[config.mk]
export PLATFORM = sky130hd
export DESIGN_NAME = fifo_in_ctrl
export DESIGN_NICKNAME = d
export VERILOG_FILES = /design/src/rtl/fifo_in_ctrl.sv
export SDC_FILE = /design/constraint.sdc
export NUM_CORES = 1
export LEC_CHECK = 0
export ABC_AREA = 1
export CORE_MARGIN = 2
export CORE_UTILIZATION = 25
export DETAILED_ROUTE_END_ITERATION = 7
export GPL_ROUTABILITY_DRIVEN = 0
export PLACE_DENSITY = 0.69
export SYNTH_ARGS = -nofsm -noshare
export SYNTH_HDL_FRONTEND = slang
export SYNTH_SLANG_ARGS = --single-unit
[constraint.sdc]
create_clock -name clk -period 3.7 [get_ports clk]
set_clock_uncertainty 0.15 [all_clocks]
set_input_delay 0.555 -clock clk [delete_from_list [all_inputs] [get_ports clk]]
set_output_delay 0.555 -clock clk [all_outputs]
set_load 0.01 [all_outputs]
[src/rtl/fifo_in_ctrl.sv]
// Control and head-select read-out for the 8-entry FIFO_IN register file.
// Optional almost_full/almost_empty outputs are enabled by defining FIFO_IN_CTRL_LEVEL_EN.
module fifo_in_ctrl #(
  parameter int WIDTH = 32
) (
  input  logic             clk,
  input  logic             reset_n,
  input  logic             wr_req,
  input  logic             rd_req,
  input  logic [WIDTH-1:0] rf_q0,
  input  logic [WIDTH-1:0] rf_q1,
  input  logic [WIDTH-1:0] rf_q2,
  input  logic [WIDTH-1:0] rf_q3,
  input  logic [WIDTH-1:0] rf_q4,
  input  logic [WIDTH-1:0] rf_q5,
  input  logic [WIDTH-1:0] rf_q6,
  input  logic [WIDTH-1:0] rf_q7,
  output logic [7:0]       rf_we,
  output logic [WIDTH-1:0] rd_data,
  output logic             full,
  output logic             empty,
  output logic [3:0]       data_count,
  output logic             wr_ack,
  output logic             wr_err,
  output logic             rd_ack,
  output logic             rd_err
`ifdef FIFO_IN_CTRL_LEVEL_EN
  ,
  output logic             almost_full,
  output logic             almost_empty
`endif
);

  logic [2:0]       head_q, head_d;
  logic [2:0]       tail_q, tail_d;
  logic [3:0]       count_q, count_d;
  logic [WIDTH-1:0] rd_data_q, rd_data_d;
  logic             wr_ack_q, wr_err_q, rd_ack_q, rd_err_q;
  logic             wr_ok, rd_ok;
  logic [WIDTH-1:0] head_word;

  assign full       = (count_q == 4'd8);
  assign empty      = (count_q == 4'd0);
  assign data_count = count_q;

`ifdef FIFO_IN_CTRL_LEVEL_EN
  assign almost_full  = (count_q >= 4'd7);
  assign almost_empty = (count_q <= 4'd1);
`endif

  // Status is judged on the pre-edge count, so a full FIFO cannot be refilled in the same cycle.
  assign wr_ok = wr_req && !full;
  assign rd_ok = rd_req && !empty;

  assign rf_we = wr_ok ? (8'h01 << tail_q) : 8'h00;

  always_comb begin
    head_word = rf_q0;
    unique case (head_q)
      3'd0: head_word = rf_q0;
      3'd1: head_word = rf_q1;
      3'd2: head_word = rf_q2;
      3'd3: head_word = rf_q3;
      3'd4: head_word = rf_q4;
      3'd5: head_word = rf_q5;
      3'd6: head_word = rf_q6;
      3'd7: head_word = rf_q7;
      default: head_word = rf_q0;
    endcase
  end

  always_comb begin
    tail_d    = wr_ok ? tail_q + 3'd1 : tail_q;
    head_d    = rd_ok ? head_q + 3'd1 : head_q;
    rd_data_d = rd_ok ? head_word : rd_data_q;
    count_d   = count_q + {3'b000, wr_ok} - {3'b000, rd_ok};
  end

  always_ff @(posedge clk or negedge reset_n) begin
    if (!reset_n) begin
      head_q    <= 3'd0;
      tail_q    <= 3'd0;
      count_q   <= 4'd0;
      rd_data_q <= '0;
      wr_ack_q  <= 1'b0;
      wr_err_q  <= 1'b0;
      rd_ack_q  <= 1'b0;
      rd_err_q  <= 1'b0;
    end else begin
      head_q    <= head_d;
      tail_q    <= tail_d;
      count_q   <= count_d;
      rd_data_q <= rd_data_d;
      wr_ack_q  <= wr_ok;
      wr_err_q  <= wr_req && full;
      rd_ack_q  <= rd_ok;
      rd_err_q  <= rd_req && empty;
    end
  end

  assign rd_data = rd_data_q;
  assign wr_ack  = wr_ack_q;
  assign wr_err  = wr_err_q;
  assign rd_ack  = rd_ack_q;
  assign rd_err  = rd_err_q;

endmodule

# ---- After elaboration in Yosys (flattened, before gate mapping)
# Index checks and enable logic that the tools add are counted.
dict set report totals {
  output_inout_bits 50
  wordCells 31
  regBits 46
}
dict set report classes {
  n_reduce_logical 8
  n_eq_ne 8
  n_shift 1
  add_sub_neg 4
  n_mux 2
}
# op n
set ops {}
lappend ops {{$pmux W32 S8} 1}
lappend ops {{$eq A3 B3 Y1 const B} 4}
lappend ops {{$mux W8} 1}
lappend ops {{$shl A1 B3 Y8 const A} 1}
lappend ops {{$add A3 B1 Y3 const B} 2}
lappend ops {{$eq A3 B2 Y1 const B} 2}
lappend ops {{$add A4 B1 Y4} 1}
lappend ops {{$eq A4 B4 Y1 const B} 1}
lappend ops {{$logic_and A1 B1 Y1} 4}
lappend ops {{$logic_not A4 Y1} 1}
lappend ops {{$sub A4 B1 Y4} 1}
lappend ops {{$eq A3 B1 Y1 const B} 1}
lappend ops {{$logic_not A3 Y1} 1}
lappend ops {{$logic_not A1 Y1} 2}

# ---- Longest topological paths before layout
dict set report depth {
  depth_word 5
  depth_mapped 12
  ltp_nobuf 11
}

# ---- Worst setup path after synthesis
# Ideal clock, no wire load.
dict set report synth_path {
  path_type {flip-flop to flip-flop}
  start {register count_q[2], in the netlist data_count[2]}
  end {register count_q[2], in the netlist data_count[2]}
  path_buffers 1
  path_stages_with_launch 13
  arrival_time_ps 2102
  setup_time_ps 123
  required_ps 3427
  setup_slack_ps 1326
  cell_sequence {dfrtp_1 -> inv_1 -> ha_1 -> nand3_1 -> nand2_1 -> buf_4 -> inv_1 -> ha_1 -> inv_1 -> ha_1 -> inv_1 -> fa_1 -> xnor2_1}
}
# element line_no
set synth_lines {}
lappend synth_lines {{from (decl)} 36} ;# logic [3:0] count_q, count_d;
lappend synth_lines {{from (signal assigned)} 92} ;# count_q <= count_d;
lappend synth_lines {{$logic_not A4 Y1} 43} ;# assign empty = (count_q == 4'd0);
lappend synth_lines {{$logic_not A1 Y1} 53} ;# assign rd_ok = rd_req && !empty;
lappend synth_lines {{$logic_and A1 B1 Y1} 53}
lappend synth_lines {{named net rd_ok} 39} ;# logic wr_ok, rd_ok;
lappend synth_lines {{$sub A4 B1 Y4} 76} ;# count_d = count_q + {3'b000, wr_ok} - {3'b000, rd_ok};
lappend synth_lines {{named net count_d[2]} 36}
# The timed path passes the listed nets, and every way through them passes these cells.
# A chain may end at the register's enable or synchronous reset.

# ---- Worst setup path after layout
dict set report layout_path {
  start {register count_q[2], in the netlist data_count[2]}
  end {output rf_we[1]}
}
dict set report layout_between {
  elab_chain_cells 4
}
# element line_no
set layout_rtl {}
lappend layout_rtl {{$eq A4 B4 Y1} 42} ;# assign full = (count_q == 4'd8);
lappend layout_rtl {{$logic_not A1 Y1} 52} ;# assign wr_ok = wr_req && !full;
lappend layout_rtl {{$logic_and A1 B1 Y1} 52}
lappend layout_rtl {{$mux W8} 55} ;# assign rf_we = wr_ok ? (8'h01 << tail_q) : 8'h00;
lappend layout_rtl {{to (decl)} 18} ;# output logic [7:0] rf_we,
# Every way passes these cells.

==> flow_summary.toml <==
[logic_synthesis]
synth-compound-area-share_pct = 0.5549
synth_edf_count = 0
yosys.area.top_type_share_pct = 25.53
synth_fa_ha_area_share_pct = 5.438
yosysSeqAreaShare_pct = 25.53
avgSynthCellArea_um2 = 5.737
synth_mux_area_share_pct = 0
ys_async_sr_fraction_pct = 100.0
synthFlopType = "dfrtp_1"
synthTopCellsByCount = "nand2_1 (264), nor2_1 (164), nand3_1 (163)"
synth_seq_cells = 46
synth.most_common_cell = "nand2_1"
synth_area_mm2 = 0.004509
synth_simple_gate_area_share_pct = 55.41
yosysUniqueCellTypes = 21
synth_top_family_by_area = "simple AND/OR/NAND/NOR gates"
synth_area_leaders = "dfrtp_1 (26%), nand2_1 (22%), nand3_1 (18%)"
synth_cells = 786
yosys_warnings = 0
synthXorXnorAreaFrac_pct = 0.7769
synth_nets = 1065
yosysTopAreaCell = "dfrtp_1"

[place]
placed_area_mm2 = 0.007645
place_hpwl_mm = 13.77
place_inst = 1281
place_ws_ns = 0.8757
port_buffers = 309

[power_and_ir_drop]
irDropWorstVdd_v = 0.0005471
power_density_mw_per_mm2 = 621.6
p_leak_nw = 3.808
p_total_mw = 4.846

[global_routing]
antenna_found_initial = 0
track_usage_pct = 19.41
grt_start_max_net_pins = 68
grt_pass1_vias = 5644
overflow = 0
grt_pass1_wl_mm = 29.78

[clocking]
cts_num_sinks = 46
post_cts_buffers = 0
clockBufferDepth = 2
clkLatencyLatePin_ns = 0.30
hold_buffers = 0
cts_tree = "done"
htreeDepth = 2
ctsResizeCount = 0
cts.clk_slew.worst_paths_ns = 0.07
cts_root_buf = "clkbuf_16"
cts_buffers = 5

[floorplanning]
num_rows = 49
dieArea_mm2 = 0.01913
start_util_pct = 25.28
coreArea_mm2 = 0.01784
ios = 310
fp.dieH_um = 138.3
die_w_um = 138.3

[layout]
layout-drive-gt1-share_pct = 3.113
finish.net_count = 1338
syn_to_final_growth_pct = 72.89
final.fill_count = 1848
final_area_mm2 = 0.007796
antenna_cells = 0
stdcell_count = 1289

[routing]
drc = 0
via_count = 5785
wirelength_mm = 19.10
vias_per_cell = 4.488
first_pass_iters = 4
antenna_left = 0
wl_per_cell_um = 14.82
drt_iter0_markers = 269

[job]
max-cap-violations = 0

[timing]
finalMaxSlewViolations = 0
setup_tns_ns = 0
maxSlewHeadroom_pct = 41.10
rsz0062_at_grt = "no"
fin_crit_sh_pct = 77.11
worstMarginPinSlew_ns = 0.8803
hold_viol = 0
min_period_ns = 2.853
fmax_mhz = 350.5
setup-violations-final = 0
fin_ws_ns = 0.8471

[setup_path]
crit_fanout = 13
worstPathArrival_ns = 2.15
critPathLaunchType = "flip-flop"
cp.required_ns = 2.99
critPathKind = "flip-flop to output pin"
endpoint_kind = "output pin"

[outcome]
run_status = "completed"

[hold_path]
hold_path.class = "input pin to async pin"
## routing by layer
layer | vias to the layer above | routed length, µm | GRT usage (%)
li1 | 2982 | - | -
met1 | 2578 | 8289 | 23.72
met2 | 201 | 9310 | 34.39
met3 | 24 | 1151 | 4.538
met4 | 0 | 348 | 4.941
met5 | - | 0 | 0
## sequential cells by signal, indices dropped and copies added, names as in the netlist
name        count
data_count      4
head_q          3
rd_ack          1
rd_data        32
rd_err          1
tail_q          3
wr_ack          1
wr_err          1
## kinds of logic after synthesis
group,after synthesis
XOR/XNOR,4
AO/OA/AOI/OAI,5
flip-flops,46
buffers and inverters,111
adder cells (fa/ha/maj),19
AND/OR/NAND/NOR,601
## final timing paths
check / start / endpoint / slack, ns / cells after the start
min in group clk: rd_data[0] / rd_data[0] / 0.33 / 2
min reg2reg: rd_data[0] / rd_data[0] / 0.33 / 2
min: reset_n / rd_data[28] / 0.12 / 1
max: data_count[2] / rf_we[1] / 0.85 / 6
max in group asynchronous: reset_n / head_q[2] / 2.49 / 2
max reg2reg: head_q[2] / rd_data[27] / 1.08 / 8
## cell type report
class | count | area, µm² | area share (%)
repair buffers | 320 | 3171 | 40.67
multi-input cells | 629 | 2819 | 36.16
flip-flops and latches | 46 | 1155 | 14.81
well taps | 229 | 286.5 | 3.675
inverters | 57 | 214.0 | 2.744
clock buffers | 5 | 125.1 | 1.605
clock inverters | 3 | 26.28 | 0.3370
## metrics by stage
step / util (%) / hold WS (ns)
detailed placement: 42.85 / 0.3166
CTS: 43.70 / 0.1399
global placement: 42.85 / 0.3111
floorplan: - / 0.1094
global route: 43.70 / 0.1525
finish: 43.70 / 0.1176
## power by group
part | total [mW] | switching (mW) | leakage [nW] | internal [mW]
clock network | 0.485 | 0.227 | 0.0752 | 0.259
logic | 3.43 | 2.02 | 3.17 | 1.41
registers | 0.931 | 0.176 | 0.561 | 0.755
## cells in the final DEF, fill, tap and decap left out
cell type and instances:
a21oi_1 1, buf_2 1, buf_4 11, clkbuf_16 5, clkdlybuf4s50_1 308, dfrtp_1 45
dfrtp_4 1, fa_1 1, ha_1 13, ha_2 5, inv_1 55, inv_2 2
inv_6 3, nand2_1 263, nand2_2 2, nand3_1 163, nand3_4 1, nor2_1 164
nor2_4 2, nor3_1 6, o21ai_0 4, xnor2_1 2, xor2_1 2
## worst max-delay path, stage by stage, from the launching register on
cell,delay [ns]
dfrtp_1,0.35
inv_1,0.07
ha_1,0.20
nand3_1,0.12
nand2_1,0.28
nor3_1,0.25
clkdlybuf4s50_1,0.57
No activity file was read; power rests on OpenSTA's default activity.
